==> config.mk <==
export PLATFORM = sky130hd
export DESIGN_NAME = req_queue4
export DESIGN_NICKNAME = d
export VERILOG_FILES = /design/src/rtl/req_queue4.sv
export SDC_FILE = /design/constraint.sdc
export NUM_CORES = 1
export LEC_CHECK = 0
export ABC_AREA = 1
export CORE_UTILIZATION = 58
export CTS_CLUSTER_DIAMETER = 120
export DETAILED_ROUTE_END_ITERATION = 12
export GPL_TIMING_DRIVEN = 0
export PLACE_DENSITY_LB_ADDON = 0.3
export SLEW_MARGIN = 15
export SYNTH_ARGS = -nofsm -noshare
export SYNTH_HDL_FRONTEND = slang
export SYNTH_SLANG_ARGS = --single-unit
==> constraint.sdc <==
create_clock -name clk -period 2.99 [get_ports clk]
set_input_delay 0.598 -clock clk [delete_from_list [all_inputs] [get_ports clk]]
set_output_delay 0.598 -clock clk [all_outputs]
set_load 0.03 [all_outputs]
==> src/rtl/req_queue4.sv <==
// req_queue4: four-channel request queue feeding a 4-way grant arbiter.
// Each channel has its own DEPTH-entry FIFO. A channel requests while its
// FIFO is non-empty. The returned grant pops the granted channel's head word
// onto a registered, channel-tagged output.
// Optional build macro: REQQ_OVF_FLAG_EN adds sticky per-channel overflow flags.
//
// Handshake: there is no ready on either side. A push is accepted when
// full_o of that channel is low at the clock edge, and dropped otherwise.
// An output beat is valid for exactly the one cycle out_valid_o is high.
// The consumer always takes it.
module req_queue4 #(
    parameter int DATA_W = 8,
    parameter int DEPTH  = 4
) (
    input  logic                  clk,
    input  logic                  reset,
    input  logic [3:0]            push_i,
    input  logic [4*DATA_W-1:0]   push_data_i,
    output logic [3:0]            full_o,
    output logic [3:0]            req_o,
    input  logic [3:0]            gnt_i,
    output logic                  out_valid_o,
    output logic [DATA_W-1:0]     out_data_o,
    output logic [1:0]            out_id_o,
    output logic [3:0]            ovf_o
);

    localparam int AW = $clog2(DEPTH);
    localparam int CW = AW + 1;

    logic [DATA_W-1:0] mem [4][DEPTH];
    logic [AW-1:0]     wr_ptr [4];
    logic [AW-1:0]     rd_ptr [4];
    logic [CW-1:0]     count [4];
    logic [CW-1:0]     count_nxt [4];

    logic [3:0]        push_ok;
    logic [3:0]        cand;
    logic [3:0]        pop_vec;
    logic              pop_hit;
    logic [1:0]        pop_sel;
    logic [DATA_W-1:0] pop_data;

    // Flags decode from the registered count only, so no input reaches them combinationally.
    always_comb begin
        full_o = '0;
        req_o  = '0;
        for (int i = 0; i < 4; i++) begin
            full_o[i] = (count[i] == CW'(DEPTH));
            req_o[i]  = (count[i] != '0);
        end
    end

    // Pick the lowest granted non-empty channel; accept pushes only when not full.
    always_comb begin
        push_ok = push_i & ~full_o;
        cand    = gnt_i & req_o;
        pop_hit = 1'b0;
        pop_sel = 2'd0;
        pop_vec = '0;
        for (int i = 3; i >= 0; i--) begin
            if (cand[i]) begin
                pop_hit = 1'b1;
                pop_sel = 2'(i);
            end
        end
        pop_vec[pop_sel] = pop_hit;
        pop_data = mem[pop_sel][rd_ptr[pop_sel]];
    end

    // Next occupancy per channel; a simultaneous push and pop leaves it unchanged.
    always_comb begin
        for (int i = 0; i < 4; i++) begin
            count_nxt[i] = count[i] + CW'(push_ok[i]) - CW'(pop_vec[i]);
        end
    end

    // Payload storage; contents need no reset because pointers and counts gate all reads.
    always_ff @(posedge clk) begin
        for (int i = 0; i < 4; i++) begin
            if (push_ok[i]) begin
                mem[i][wr_ptr[i]] <= push_data_i[i*DATA_W +: DATA_W];
            end
        end
    end

    // Pointer and count registers; pointers wrap naturally at DEPTH.
    always_ff @(posedge clk or negedge reset) begin
        if (!reset) begin
            for (int i = 0; i < 4; i++) begin
                wr_ptr[i] <= '0;
                rd_ptr[i] <= '0;
                count[i]  <= '0;
            end
        end else begin
            for (int i = 0; i < 4; i++) begin
                if (push_ok[i]) wr_ptr[i] <= wr_ptr[i] + AW'(1);
                if (pop_vec[i]) rd_ptr[i] <= rd_ptr[i] + AW'(1);
                count[i] <= count_nxt[i];
            end
        end
    end

    // Registered output beat; data and id hold their last value when idle.
    always_ff @(posedge clk or negedge reset) begin
        if (!reset) begin
            out_valid_o <= 1'b0;
            out_data_o  <= '0;
            out_id_o    <= '0;
        end else begin
            out_valid_o <= pop_hit;
            if (pop_hit) begin
                out_data_o <= pop_data;
                out_id_o   <= pop_sel;
            end
        end
    end

`ifdef REQQ_OVF_FLAG_EN
    logic [3:0] ovf_q;

    // Sticky flag per channel, set by any push that arrives while the channel is full.
    always_ff @(posedge clk or negedge reset) begin
        if (!reset) begin
            ovf_q <= '0;
        end else begin
            ovf_q <= ovf_q | (push_i & full_o);
        end
    end

    assign ovf_o = ovf_q;
`else
    assign ovf_o = '0;
`endif

endmodule
==> impl_metrics.py, run 1 <==
metrics = {
    "route": {
        "route.antenna.remaining_nets": 0,
        "dr.pass1.iters": 5,
        "wl_microns": 17500,
        "vias": 5417,
        "route.detailed.drc": 0,
        "drt_iter0_drc": 579,
        "vias_per_cell": 5.46,
        "wl_per_cell_microns": 17.7,
    },
    "floorplanning": {
        "die_h_microns": 117,
        "start_util_pct": 59.9,
        "dieArea_sq_um": 13600,
        "fp.coreArea_sq_um": 12700,
        "dieWidth_microns": 117,
        "rows": 41,
        "ios": 65,
    },
    "worst_setup_path": {
        "rr_startpoint": "count[3]",
        "cp.required_ps": 3310,
        "max_stage_delay_ps": 450,
        "critPathCaptureType": "register",
        "path_class": "in2reg",
        "cpMaxStageDelayCell": "clkdlybuf4s50_1",
        "rrSetupSlack_ps": 290,
        "crit_buf_inv": 5,
        "worstRegToRegCells": 14,
        "path_max_fanout": 10,
        "critPathArrivalTime_ps": 3150,
        "start_kind": "primary input",
        "r2r_end": "count[8]",
        "crit_path_cell_trace": "clkdlybuf4s50_1 -> inv_1 -> a21oi_2 -> nand2_4 -> nand2_4 -> nand2_4 -> buf_2 -> nor2_2 -> ha_1 -> inv_1 -> ha_1 -> inv_1 -> fa_1 -> xor2_1",
        "cpLargestDelayFamily": "buffers and inverters",
    },
    "sta": {
        "fmax_mhz": 353,
        "min_period_ps": 2840,
        "finalSetupViolations": 0,
        "fin_ws_ps": 153,
        "worst_pin_slew_ps": 842,
        "rsz0062_at_grt": "no",
        "slew_headroom_pct": 43.7,
        "maxSlewViolCount": 0,
        "hold_violations": 0,
        "fin_crit_sh_pct": 94.9,
        "skew_ps": 6.25,
    },
    "finish": {
        "final_nets": 877,
        "areaGrowthSynthToFinish_pct": 19.0,
        "layout-drive-gt1-share_pct": 10.4,
        "antenna_cells": 0,
        "final_cell_count_no_fill": 992,
    },
    "power_and_ir_drop": {
        "powerDensity_nw_per_um2": 1000,
        "power_mw": 9.09,
        "p_leak_nw": 3.94,
        "ir_worst_vdd_v": 0.000589,
    },
    "global_route": {
        "grt.overflow.total": 0,
        "grtUsageTotal_pct": 28.3,
        "grt_antenna_before_repair": 0,
        "grt_pass1_vias": 5591,
        "grt_pass1_wl_microns": 27500,
        "grt_max_degree": 30,
    },
    "logic_synthesis": {
        "ys_ff_latch": 167,
        "synth_area_sq_um": 7630,
        "yosys_warnings": 0,
        "ys_seq_area_share_pct": 63.2,
        "syn_inst": 725,
        "synth_cell_types": 32,
        "avgSynthCellArea_sq_um": 10.5,
    },
    "place": {
        "dp.cells": 961,
        "place_worst_setup_slack_ps": -423,
        "gp_congestion": 0.908,
        "portBuffers": 60,
        "place_hpwl_microns": 12400,
    },
    "cts": {
        "cts.reportedPaths.clkPinSlew_ps": 60,
        "cts_sinks": 167,
        "cts.repair.resized": 0,
        "post_cts_buffers": 0,
        "root_buffer": "clkbuf_16",
        "hold_buffers": 0,
        "cts.htree.levels": 4,
        "cts_tree": "yes",
        "clock_path_buffers": 2,
        "cts_made_buffers": 17,
        "clock_latency_ps": 430,
    },
    "status": {
        "status": "finished, final reports clean",
    },
    "job": {
        "max_cap_violations": 0,
    },
    "worst_hold_path": {
        "hp-class": "in2async",
    },
}
[report_power, final]
group          switching, mW  total [mW]  internal (mW)
logic                   2.24        3.36           1.13
registers              0.280        3.46           3.18
clock network          0.886        2.27           1.38
[synth_stat cells]
cell type,n,area (sq um)
inv_1,78,293
a21oi_1,6,30.0
buf_6,1,11.3
nand2_8,1,20.0
xor2_1,9,78.8
conb_1,1,3.75
nand2_2,2,12.5
xnor2_1,4,35.0
ha_1,24,300
a21oi_2,1,8.76
nor2_2,2,12.5
dfrtp_1,39,976
nand2_4,9,101
fa_1,4,80.1
o211ai_2,1,12.5
inv_2,6,22.5
nand2_1,219,822
o21ai_0,3,15.0
buf_2,16,80.1
a21oi_4,1,16.3
nand3_1,114,571
buf_4,8,60.1
clkbuf_1,3,11.3
o21ai_1,6,30.0
o211ai_1,1,7.51
clkinv_1,1,3.75
edfxtp_1,128,3840
inv_4,2,12.5
nand3_2,1,10.0
nor2_4,2,22.5
or2_2,1,6.26
nor2_1,31,116
[stage by stage]
stage          util (%)  area (sq um)  hold WS, ps  setup TNS, ps
6_report           71.3          9080         34.9              0
5_1_grt            71.3          9080         43.2              0
4_1_cts            71.4          9080         27.3              0
3_5_place_dp       66.6          8470          466           -811
3_3_place_gp       66.4          8450          460           -618
2_1_floorplan         -          7640          302              0
[state kept, by name (all words and copies together), names as in the netlist]
| name | cells |
|---|---|
| count | 12 |
| mem | 128 |
| out_data_o | 8 |
| out_id_o | 2 |
| out_valid_o | 1 |
| rd_ptr | 8 |
| wr_ptr | 8 |
[worst max-delay path by stage]
stage / from / slack [ps] / end / cells after the start
global route: gnt_i[3] / 5 / count[8] / 14
finish: gnt_i[3] / 150 / count[8] / 14
CTS: gnt_i[0] / 30 / count[8] / 14
global placement: gnt_i[0] / -330 / count[8] / 14
floorplan: count[7] / 340 / count[8] / 15
detailed placement: gnt_i[0] / -420 / count[8] / 14
[cells in the final DEF, fill, tap and decap left out, types with 6 or more instances in the layout]
cell	n
nand2_1	219
xor2_1	9
nor2_1	30
inv_2	6
dfrtp_1	39
buf_2	16
buf_4	8
ha_1	24
nand3_1	114
clkdlybuf4s50_1	59
o21ai_1	6
nand2_4	9
clkbuf_16	17
inv_1	78
edfxtp_1	128
a21oi_1	6
[layout make-up]
| cell class | instances | area, sq um |
|---|---|---|
| Clock inverter | 15 | 185 |
| Tap cell | 172 | 215 |
| Inverter | 87 | 332 |
| Buffer | 27 | 158 |
| Multi-Input combinational cell | 446 | 2330 |
| Timing Repair Buffer | 61 | 616 |
| Fill cell | 947 | 3650 |
| Sequential cell | 167 | 4820 |
| Clock buffer | 17 | 425 |
[per-layer routing]
| metal | GRT usage, % | part of all wire (%) | vias up |
|---|---|---|---|
| met3 | 6.02 | 6.5 | 63 |
| met5 | 0 | 0 | - |
| met4 | 16.4 | 4.3 | 0 |
| li1 | - | - | 2522 |
| met1 | 34.2 | 40 | 2569 |
| met2 | 47.2 | 50 | 263 |
[kinds of logic (layout without fill, tap and decap cells)]
group | Yosys count | in the layout | share of synthesized area (%)
fa+ha+maj | 28 | 28 | 4.99
simple gates | 382 | 382 | 22.2
other cells | 1 | 4 | 0.0492
flops | 167 | 167 | 63.2
compound gates | 19 | 19 | 1.58
xor+xnor | 13 | 13 | 1.49
buf+inv | 115 | 207 | 6.48
No activity file was read; power rests on OpenSTA's default activity.
==> run 2, diff against run 1 <==
--- a/config.mk
+++ b/config.mk
@@ -5,11 +5,11 @@
 export SDC_FILE = /design/constraint.sdc
 export NUM_CORES = 1
 export LEC_CHECK = 0
-export ABC_AREA = 1
-export CORE_UTILIZATION = 58
+export CORE_UTILIZATION = 57
 export CTS_CLUSTER_DIAMETER = 120
 export DETAILED_ROUTE_END_ITERATION = 12
 export GPL_TIMING_DRIVEN = 0
+export MAX_ROUTING_LAYER = met4
 export PLACE_DENSITY_LB_ADDON = 0.3
 export SLEW_MARGIN = 15
 export SYNTH_ARGS = -nofsm -noshare
==> run 2 against run 1 <==
Critical path type is now reg2reg. Clock-buffer cell count is 2 higher. Largest cell class unchanged. Maximum frequency is 0.27% lower. Largest power group unchanged. Cell area is 5.7% lower. Combinational power is 10% lower. Flip-flop and latch count stayed put.
==> impl_metrics.py, run 2 <==
metrics = {
    "status": {
        "status": "finished, final reports clean",
    },
    "floorplanning": {
        "fp.coreArea_sq_um": 12000,
        "die_h_microns": 113,
        "start_util_pct": 58.7,
        "ios": 65,
        "dieWidth_microns": 113,
        "rows": 40,
        "dieArea_sq_um": 12800,
    },
    "cts": {
        "cts.reportedPaths.clkPinSlew_ps": 60,
        "cts_made_buffers": 17,
        "cts.htree.levels": 4,
        "cts_tree": "yes",
        "clock_path_buffers": 2,
        "cts_sinks": 167,
        "clock_latency_ps": 420,
        "root_buffer": "clkbuf_16",
        "hold_buffers": 0,
    },
    "worst_setup_path": {
        "rr_startpoint": "count[11]",
        "critPathCaptureType": "register",
        "cpLargestDelayFamily": "adder cells",
        "worstSetupPathDepth": 11,
        "worstRegToRegCells": 11,
        "path_class": "reg2reg",
        "max_stage_delay_ps": 440,
        "cp.required_ps": 3290,
        "r2r_end": "count[5]",
        "cpMaxStageDelayCell": "dfrtp_1",
        "rrSetupSlack_ps": 150,
        "path_max_fanout": 10,
        "crit_buf_inv": 4,
        "crit_path_cell_trace": "o31ai_4 -> inv_4 -> nor3_4 -> buf_4 -> buf_4 -> ha_1 -> inv_1 -> ha_1 -> fa_1 -> xor2_1 -> xnor2_1",
        "critPathArrivalTime_ps": 3150,
        "start_kind": "register",
    },
    "global_route": {
        "grt_antenna_before_repair": 0,
        "grt_pass1_wl_microns": 23400,
        "grt.overflow.total": 0,
        "grt_pass1_vias": 4256,
        "grtUsageTotal_pct": 26.1,
        "grt_max_degree": 35,
    },
    "sta": {
        "worst_pin_slew_ps": 790,
        "slew_headroom_pct": 47.1,
        "fin_ws_ps": 146,
        "skew_ps": 6.87,
        "fin_crit_sh_pct": 95.1,
        "tns_ps": 0,
        "maxSlewViolCount": 0,
        "whs_ps": 4.17,
        "fmax_mhz": 352,
        "finalSetupViolations": 0,
        "min_period_ps": 2840,
        "hold_violations": 0,
    },
    "finish": {
        "final_nets": 608,
        "antenna_cells": 0,
        "areaGrowthSynthToFinish_pct": 21.4,
        "layout-drive-gt1-share_pct": 14.5,
        "final_common_cell": "edfxtp_1",
        "final_cell_count_no_fill": 698,
        "post-route-util_pct": 71.2,
        "largest_reg_flops": 128,
        "n_fill_cell": 776,
        "multi_input_area_sq_um": 1990,
        "final_area_sq_um": 8550,
        "seq_area_sq_um": 4820,
        "final_cell_mix": "edfxtp_1 (128), clkdlybuf4s50_1 (59), dfrtp_1 (39), inv_1 (29), ha_1 (24)",
    },
    "route": {
        "wl_per_cell_microns": 21.2,
        "route.antenna.remaining_nets": 0,
        "vias_per_cell": 5.91,
        "route.detailed.drc": 0,
        "wl_microns": 14800,
        "vias": 4123,
        "drt_iter0_drc": 556,
        "dr.pass1.iters": 8,
    },
    "logic_synthesis": {
        "synth_edf_count": 128,
        "avgSynthCellArea_sq_um": 15.7,
        "synthTopCellsByCount": "edfxtp_1 (128), dfrtp_1 (39), inv_1 (29), ha_1 (24), a22oi_1 (18)",
        "netlist.area_leader.share_pct": 54.5,
        "yosys_warnings": 0,
        "synth_cell_types": 45,
        "async_flop_share_pct": 23.4,
        "syn_inst": 448,
        "yosys.area.top_type": "edfxtp_1",
        "synth-main-ff-cell": "edfxtp_1",
        "synth_area_sq_um": 7050,
        "synth.most_common_cell": "edfxtp_1",
        "netlist_top_cells_area": "edfxtp_1 (55%), dfrtp_1 (14%), ha_1 (4.3%), a222oi_1 (2.3%), xnor2_1 (2.1%)",
        "ys_seq_area_share_pct": 68.4,
        "ys_ff_latch": 167,
    },
    "place": {
        "place_worst_setup_slack_ps": -756,
        "place_area_sq_um": 7860,
        "gp_congestion": 0.838,
        "dp.cells": 659,
        "place_hpwl_microns": 10200,
        "portBuffers": 60,
    },
    "power_and_ir_drop": {
        "power_mw": 8.74,
        "p_leak_nw": 3.16,
        "powerDensity_nw_per_um2": 1020,
        "ir_worst_vdd_v": 0.000525,
    },
    "job": {
        "max_cap_violations": 0,
    },
    "worst_hold_path": {
        "hp-class": "in2async",
    },
}
run 2: cell types whose count changed after synthesis, sizes merged, moves of 13 or more:
cell and delta:
nand3 -107, inv -56, and2 +16, a222oi +16
mux2 +18, nor2 -31, nand2 -214, a22oi +18
xnor2 +13
run 2: cell families (layout without fill, tap and decap cells):
group	Yosys count	count (layout)	synth area share (%)
mux	26	26	4.01
compound gates	79	79	9.87
buf+inv	54	154	3.82
fa+ha+maj	28	28	5.40
simple gates	73	73	5.97
flops	167	167	68.4
xor+xnor	20	20	2.49
other cells	1	4	0.0532
run 2: layer usage:
| layer | share of wire [%] | GRT usage, % |
|---|---|---|
| met5 | 0 | - |
| met4 | 3.1 | 10.9 |
| met3 | 7.2 | 5.52 |
| met2 | 51 | 43.1 |
| met1 | 39 | 31.5 |
run 2: worst max path at each step:
stage | startpoint | end | slack (ps)
after global placement | gnt_i[0] | count[8] | -580
after CTS | count[10] | count[8] | 40
after detailed placement | gnt_i[0] | count[8] | -760
after floorplan | count[10] | count[8] | 170
final | count[11] | count[5] | 150
after global routing | count[11] | count[8] | -2
run 2: cell type report:
class / instances / area share, %
inverter: 30 / 1.35
sequential: 167 / 56.3
buffer: 24 / 1.96
multi-input combinational: 230 / 23.3
clock buffer: 19 / 5.06
clock inverter: 13 / 1.87
timing repair buffer: 68 / 7.96
tap: 147 / 2.15
run 2: repair_timing:
item,CTS,global route
gates resized for setup,7,5
pin swaps,1,4
endpoints found under the hold margin,0,0
buffers inserted,4,3
endpoints found under the setup margin,7,11
run 2: worst reg2reg max path, stage by stage, from the launching register on:
cell and delay [ps]:
dfrtp_1 440, o31ai_4 370, inv_4 130, nor3_4 300, buf_4 220, buf_4 240
ha_1 150, inv_1 40, ha_1 180, fa_1 380, xor2_1 160, xnor2_1 130
run 2: power by group:
group          total, mW  switching [mW]  internal [mW]
Sequential          3.53           0.358           3.17
Combinational       3.01            1.69           1.33
Clock               2.20           0.938           1.26
==> run 3, diff against run 2 <==
--- a/config.mk
+++ b/config.mk
@@ -5,12 +5,15 @@
 export SDC_FILE = /design/constraint.sdc
 export NUM_CORES = 1
 export LEC_CHECK = 0
+export ABC_CLOCK_PERIOD_IN_PS = 2990
+export CORE_MARGIN = 2
 export CORE_UTILIZATION = 57
 export CTS_CLUSTER_DIAMETER = 120
 export DETAILED_ROUTE_END_ITERATION = 12
 export GPL_TIMING_DRIVEN = 0
 export MAX_ROUTING_LAYER = met4
 export PLACE_DENSITY_LB_ADDON = 0.3
+export SKIP_LAST_GASP = 1
 export SLEW_MARGIN = 15
 export SYNTH_ARGS = -nofsm -noshare
 export SYNTH_HDL_FRONTEND = slang
==> run 3 against run 2 <==
Global-route usage down 2.2 points. Cell area down 0.58%. Combinational power down 3%. Final cell count up 2.7%. Utilization down 0.71 points. Critical path type unchanged. Hold slack better by 480 ps. Clock power down 9%. Register-to-register slack worse by 70 ps. Sequential power about the same.
==> impl_metrics.py, run 3 (same netlist as run 2, synthesis figures left out) <==
metrics = {
    "status": {
        "status": "finished, final reports clean",
    },
    "sta": {
        "fmax_mhz": 343,
        "maxSlewViolCount": 0,
        "finalSetupViolations": 0,
        "fin_ws_ps": 76.9,
        "hold_violations": 0,
        "skew_ps": 6.15,
        "min_period_ps": 2910,
        "fin_crit_sh_pct": 97.4,
        "rsz0062_at_grt": "yes",
        "worst_pin_slew_ps": 743,
        "slew_headroom_pct": 50.3,
        "tns_ps": 0,
    },
    "place": {
        "place_hpwl_microns": 10200,
        "place_worst_setup_slack_ps": -696,
        "dp.cells": 680,
        "portBuffers": 60,
        "gp_congestion": 0.824,
    },
    "worst_setup_path": {
        "cp.required_ps": 3300,
        "worstSetupStartpoint": "count[11]",
        "rr_startpoint": "count[11]",
        "path_max_fanout": 10,
        "r2r_end": "count[8]",
        "worstSetupEndpoint": "count[8]",
        "rrSetupSlack_ps": 80,
        "critPathCaptureType": "register",
        "crit_path_cell_trace": "o31ai_4 -> inv_4 -> nor2_4 -> clkbuf_4 -> clkbuf_4 -> ha_1 -> inv_1 -> ha_1 -> inv_1 -> fa_1 -> xnor2_1 -> xnor2_1",
        "max_stage_delay_ps": 430,
        "cpMaxStageDelayCell": "dfrtp_1",
        "path_class": "reg2reg",
        "worstRegToRegCells": 12,
        "start_kind": "register",
        "critPathArrivalTime_ps": 3220,
    },
    "route": {
        "drt_iter0_drc": 503,
        "wl_microns": 14100,
        "vias_per_cell": 5.62,
        "route.detailed.drc": 0,
        "route.antenna.remaining_nets": 0,
        "dr.pass1.iters": 8,
        "wl_per_cell_microns": 19.7,
        "vias": 4031,
    },
    "finish": {
        "areaGrowthSynthToFinish_pct": 20.7,
        "post-route-util_pct": 70.5,
        "antenna_cells": 0,
        "final_cell_count_no_fill": 717,
        "largest_reg_flops": 128,
        "final_nets": 606,
        "layout-drive-gt1-share_pct": 13.8,
        "final_common_cell": "edfxtp_1",
        "final_cell_mix": "edfxtp_1 (128), clkdlybuf4s50_1 (59), dfrtp_1 (39), inv_1 (29), ha_1 (24)",
    },
    "floorplanning": {
        "die_h_microns": 115,
        "fp.coreArea_sq_um": 12100,
        "start_util_pct": 58.4,
        "dieArea_sq_um": 13300,
        "rows": 40,
        "ios": 65,
        "dieWidth_microns": 115,
    },
    "global_route": {
        "grt_pass1_vias": 4069,
        "grt_antenna_before_repair": 0,
        "grt_max_degree": 35,
        "grtUsageTotal_pct": 23.9,
        "grt_pass1_wl_microns": 22200,
        "grt.overflow.total": 0,
    },
    "power_and_ir_drop": {
        "ir_worst_vdd_v": 0.000561,
        "p_leak_nw": 3.11,
        "powerDensity_nw_per_um2": 992,
    },
    "cts": {
        "root_buffer": "clkbuf_16",
        "clock_path_buffers": 2,
        "cts_sinks": 167,
        "clock_latency_ps": 430,
        "cts_tree": "yes",
        "cts_made_buffers": 17,
        "cts.reportedPaths.clkPinSlew_ps": 60,
        "cts.htree.levels": 4,
    },
    "job": {
        "max_cap_violations": 0,
    },
    "worst_hold_path": {
        "hp-class": "reg2reg",
    },
}
==> run 3: power by group <==
part           internal, mW  switching (mW)
combinational          1.27            1.63
clock                  1.08           0.926
sequential             3.17           0.350
==> run 3: per-layer routing <==
| metal | global-route usage (%) | vias up | routed length [microns] |
|---|---|---|---|
| met5 | - | - | 0 |
| met4 | 8.43 | 0 | 242 |
| li1 | - | 1876 | - |
| met1 | 30.6 | 1970 | 5990 |
| met2 | 38.3 | 162 | 6950 |
| met3 | 4.90 | 23 | 911 |
==> run 3: what timing repair did <==
action	4_1_cts	5_1_grt
pin swaps	1	2
gates resized for setup	1	11
buffers inserted	1	3
endpoints found under the setup margin	6	13
hold endpoints to repair	5	0
hold buffers	1	0
==> run 3: worst min-delay path by stage <==
stage,from,endpoint,slack (ps),cells past startpoint
2_1_floorplan,reset,count[0],300,0
3_3_place_gp,rd_ptr[7],rd_ptr[7],460,1
3_5_place_dp,reset,count[5],450,1
4_1_cts,rd_ptr[5],rd_ptr[5],490,1
5_1_grt,rd_ptr[5],rd_ptr[5],520,1
6_report,rd_ptr[7],rd_ptr[7],490,1
==> run 3: worst max-delay path: cells and delay by family (launching register included) <==
family / cells / cell delay (ps)
buf+inv: 5 / 730
simple gates: 1 / 220
fa+ha+maj: 3 / 750
compound gates: 1 / 370
xor+xnor: 2 / 280
flops: 1 / 430
==> run 3: metrics by stage <==
step	hold WS (ps)	cell area (sq um)	total power, mW
6_report	488	8500	8.44
5_1_grt	515	8500	8.91
4_1_cts	485	8450	8.43
3_5_place_dp	448	7880	6.41
3_3_place_gp	460	7870	6.24
2_1_floorplan	302	7060	5.46
==> run 3: area by class of cell <==
cell class,count,area [sq um]
clock buffers,18,429
well taps,168,210
multi-input cells,230,1990
clock inverters,14,120
repair buffers,66,656
inverters,30,115
plain buffers,24,168
fillers,803,3560
flip-flops and latches,167,4820
